[config.mk]
export PLATFORM = sky130hd
export DESIGN_NAME = game_tick_scheduler
export DESIGN_NICKNAME = d
export VERILOG_FILES = /design/src/rtl/game_tick_scheduler.sv
export SDC_FILE = /design/constraint.sdc
export NUM_CORES = 1
export LEC_CHECK = 0
export ABC_CLOCK_PERIOD_IN_PS = 5200
export CORE_MARGIN = 2
export CORE_UTILIZATION = 27
export DETAILED_ROUTE_END_ITERATION = 10
export PLACE_DENSITY_LB_ADDON = 0.15
export SLEW_MARGIN = 10
export SYNTH_ARGS = -nofsm -noshare
export SYNTH_HDL_FRONTEND = slang
export SYNTH_SLANG_ARGS = --single-unit
[constraint.sdc]
create_clock -name clk -period 5.2 [get_ports clk]
set_input_delay 1.04 -clock clk [delete_from_list [all_inputs] [get_ports clk]]
set_output_delay 1.04 -clock clk [all_outputs]
set_load 0.02 [all_outputs]
[src/rtl/game_tick_scheduler.sv]
// game_tick_scheduler
// Detects one frame event per frame from the VGA scan position and derives
// NUM_CH independent periodic tick pulses with programmable periods (in frames).
// Supports pause, single-frame step while paused, per-channel disable
// (period 0) and a free-running frame counter.
module game_tick_scheduler #(
   parameter int BIT     = 10,
   parameter int V_EVENT = 490,
   parameter int H_EVENT = 656,
   parameter int NUM_CH  = 2,
   parameter int CNT_W   = 8,
   parameter int FRAME_W = 16
) (
   input  logic                    clk,
   input  logic                    reset,
   input  logic [BIT-1:0]          x_pos,
   input  logic [BIT-1:0]          y_pos,
   input  logic [NUM_CH*CNT_W-1:0] period,
   input  logic                    pause,
   input  logic                    step,
   output logic                    frame_strobe,
   output logic [NUM_CH-1:0]       tick,
   output logic [FRAME_W-1:0]      frame_cnt
);

   localparam logic [BIT-1:0]     V_POS     = BIT'(V_EVENT);
   localparam logic [BIT-1:0]     H_POS     = BIT'(H_EVENT);
   localparam logic [CNT_W-1:0]   CNT_ZERO  = '0;
   localparam logic [CNT_W-1:0]   CNT_ONE   = {{(CNT_W-1){1'b0}}, 1'b1};
   localparam logic [FRAME_W-1:0] FRAME_ONE = {{(FRAME_W-1){1'b0}}, 1'b1};

   logic                    match;
   logic                    match_q;
   logic                    frame_evt;
   logic                    step_pending;
   logic                    step_pending_nxt;
   logic                    pend_eff;
   logic [CNT_W-1:0]        ch_period [NUM_CH];
   logic [CNT_W-1:0]        cnt       [NUM_CH];
   logic [CNT_W-1:0]        cnt_nxt   [NUM_CH];
   logic [NUM_CH-1:0]       tick_nxt;

   // Frame-event detection: rising edge of the coordinate match, so a position
   // held for several clocks still yields a single event.
   always_comb begin
      match     = (y_pos == V_POS) && (x_pos == H_POS);
      frame_evt = match & ~match_q;
   end

   // Step bookkeeping: a step while paused arms one pending step (no queueing);
   // it is consumed by the next frame event, and leaving pause discards it.
   always_comb begin
      pend_eff         = step_pending | step;
      step_pending_nxt = 1'b0;
      if (pause) begin
         if (frame_evt && pend_eff) begin
            step_pending_nxt = 1'b0;
         end else begin
            step_pending_nxt = pend_eff;
         end
      end else begin
         step_pending_nxt = 1'b0;
      end
   end

   // Slice the packed period bus into one period per channel.
   always_comb begin
      for (int i = 0; i < NUM_CH; i++) begin
         ch_period[i] = period[i*CNT_W +: CNT_W];
      end
   end

   // Per-channel counter/tick decision taken on each frame event.
   always_comb begin
      tick_nxt = '0;
      for (int i = 0; i < NUM_CH; i++) begin
         cnt_nxt[i] = cnt[i];
         if (!frame_evt) begin
            cnt_nxt[i] = cnt[i];
         end else if (pause) begin
            if (pend_eff && (ch_period[i] != CNT_ZERO)) begin
               cnt_nxt[i]  = CNT_ZERO;
               tick_nxt[i] = 1'b1;
            end else begin
               cnt_nxt[i] = cnt[i];
            end
         end else begin
            if (ch_period[i] == CNT_ZERO) begin
               cnt_nxt[i] = CNT_ZERO;
            end else if (cnt[i] >= (ch_period[i] - CNT_ONE)) begin
               // Also catches a period lowered below the running count.
               cnt_nxt[i]  = CNT_ZERO;
               tick_nxt[i] = 1'b1;
            end else begin
               cnt_nxt[i] = cnt[i] + CNT_ONE;
            end
         end
      end
   end

   // State and output registers; match_q resets high so a position already
   // matching at reset release does not fire an event.
   always_ff @(posedge clk) begin
      if (reset) begin
         match_q      <= 1'b1;
         step_pending <= 1'b0;
         frame_strobe <= 1'b0;
         tick         <= '0;
         frame_cnt    <= '0;
         for (int i = 0; i < NUM_CH; i++) begin
            cnt[i] <= CNT_ZERO;
         end
      end else begin
         match_q      <= match;
         step_pending <= step_pending_nxt;
         frame_strobe <= frame_evt;
         tick         <= tick_nxt;
         if (frame_evt) begin
            frame_cnt <= frame_cnt + FRAME_ONE;
         end else begin
            frame_cnt <= frame_cnt;
         end
         for (int i = 0; i < NUM_CH; i++) begin
            cnt[i] <= cnt_nxt[i];
         end
      end
   end

endmodule

==> run metrics <==
TNS Setup=0 ps; CTS sink count=37; Worst IR Drop VDD=0.113 mV; pins over their slew limit=0; Die W=101 µm; Buffers on Ports=58; drc violations=0; Max clock buf depth=2; core area=9150 µm²; Clock transition at path regs=90 ps; # Max-Cap Violations=0; routed wire length=6400 µm; Syn Nets=363; R2R depth=7; total power=0.635 mW; RSZ-0062 raised after global routing=no; layout cells sized above 1=6.63%; Post-Syn Area=2530 µm²; CTS resizes=0; critical path endpoint category=flop; post-place setup slack=1190 ps; Rows=35; fin crit share=70.6%; Cells after Synth=300; DR vias=2366; commonest non-fill, non-tap cell in the layout=clkdlybuf4s50_1; CP startpoint kind=input port; Unique masters post-synth=46; status=finished, final reports clean; Design Area, Final=3360 µm²; crit path DAT=3880 ps; die area=10100 µm²; Non-Filler Instances=473; power density over cell area=189 nW/µm²; Syn-to-layout area delta=32.9%; Post-CTS Hold Buffers=0; CTS Buf Count=5; Worst Hold Depth=2; dpl cells=465; Yosys warning count=0; htree depth=2; placed instance area=3240 µm²; Synth Register Bits=37; clock skew=13.6 ps; leak pwr=1.19 nW; final core utilization=36.7%; TritonRoute pass-1 iters=4; worst-path maximum fanout=8; worst setup path category=in -> reg; Rel. slew slack=39.7%; clk_lat worst skew=300 ps; worst path required time=5410 ps; postcts setup bufs=0; Worst-Margin Slew=902 ps; root buffer cell=clkbuf_8; largest net degree at the start of global routing=24; Final ANT Viol Nets=0; Starting DRT DRC Count=66; io pins=59; Fin Hold WS=492 ps; HPWL after detailed placement=5010 µm; final worst setup slack=1530 ps; syn_area_per_cell=8.42 µm²; Initial Util=27.6%; vias in the first global route=2259; commonest cells after routing, fill and taps aside=clkdlybuf4s50_1 (58), dfxtp_1 (37), ha_1 (23); Final Hold Fails=0; vias per cell=5.00; CTS tree=built; nets@finish=424; GRT overflow=0; Worst Hold Class=reg -> reg; global-route wire length before repair=10800 µm; setup violators final=0; antenna fix cells=0; Total GRT Usage=13.1%; Seq/Total Area, Yosys=29.3%; fmax=272 MHz; antenna violations before repair=0; GPL Wtd Cong=0.748; Routed WL per cell=13.5 µm; Final min period=3670 ps; Die H=101 µm; fillcell total=953
## flip-flops by register name (all words and copies together), names as in the netlist
signal,cells
step_pending,1
cnt,16
match_q,1
tick,2
frame_strobe,1
frame_cnt,16
## Yosys cell counts (all sizes together)
library cell  number  area (µm²)
a2111oi            1        8.76
a211oi             3        22.5
a21o               2        15.0
a21oi             12        60.1
a31o               2        17.5
a31oi              1        6.26
and2               1        6.26
and3               9        56.3
and4               1        8.76
and4b              1        10.0
and4bb             2        25.0
clkbuf             6        23.8
dfxtp             37         741
ha                23         288
inv               16        60.1
mux2i              1        10.0
nand2             14        52.6
nand2b             6        37.5
nand3             19        95.1
nand3b            14         109
nand4             17         121
nand4b             4        35.0
nor2              21        78.8
nor2b              7        43.8
nor3               5        25.0
nor3b              3        33.8
nor4               6        37.5
nor4b              3        38.8
o2111ai            1        8.76
o211ai             9        72.6
o21a               1        7.51
o21ai             13        65.1
o2bb2ai            3        26.3
o31ai              1        7.51
or2                4        25.0
or2b               1        7.51
or3                9        56.3
or4                1        7.51
xnor2             13         114
xor2               7        61.3
## layout make-up
type                       count  area [µm²]  share of cell area, %
timing repair buffer          60         596                   17.7
tap                          111         139                   4.14
clock inverter                 2        37.5                   1.12
clock buffer                   6        82.6                   2.46
multi-input combinational    241        1700                   50.7
sequential                    37         741                   22.1
inverter                      16        60.1                   1.79
## layer usage
| metal | GRT usage (%) | up-vias | share of wire [%] |
|---|---|---|---|
| met5 | 0 | - | 0 |
| met4 | 3.37 | 0 | 0.70 |
| met3 | 2.91 | 4 | 4.9 |
| met2 | 20.7 | 55 | 45 |
| met1 | 18.0 | 1075 | 49 |
| li1 | - | 1232 | - |
## path summary, 6_finish.rpt
kind,startpoint,end,slack (ps)
hold reg to reg,frame_cnt[15],frame_cnt[15],490
setup / recovery,period[11],cnt[0][15],1530
hold / removal,frame_cnt[15],frame_cnt[15],490
setup reg to reg,cnt[0][8],cnt[0][15],3050
## report_power, final
part / switching [mW] / leakage [nW] / internal [mW]
clock: 0.115 / 0.0574 / 0.156
sequential: 0.000729 / 0.298 / 0.284
combinational: 0.0338 / 0.837 / 0.0451
## worst max-delay path, stage by stage
cell and delay (ps):
clkdlybuf4s50_1 470, nor4_1 590, nand2_1 130, xor2_1 180, ha_1 300, a211oi_1 260, nand2_1 100, a211oi_1 210
buf_4 190, nand3b_2 180, o211ai_1 230
## cells by family after synthesis
| logic type | Yosys count | share of synthesized area, % |
|---|---|---|
| buffers and inverters | 22 | 3.32 |
| adder cells (fa/ha/maj) | 23 | 11.4 |
| flip-flops | 37 | 29.3 |
| AND/OR/NAND/NOR | 148 | 36.1 |
| XOR/XNOR | 20 | 6.93 |
| AO/OA/AOI/OAI | 49 | 12.6 |
| multiplexers | 1 | 0.396 |
No activity file was read; power rests on OpenSTA's default activity.
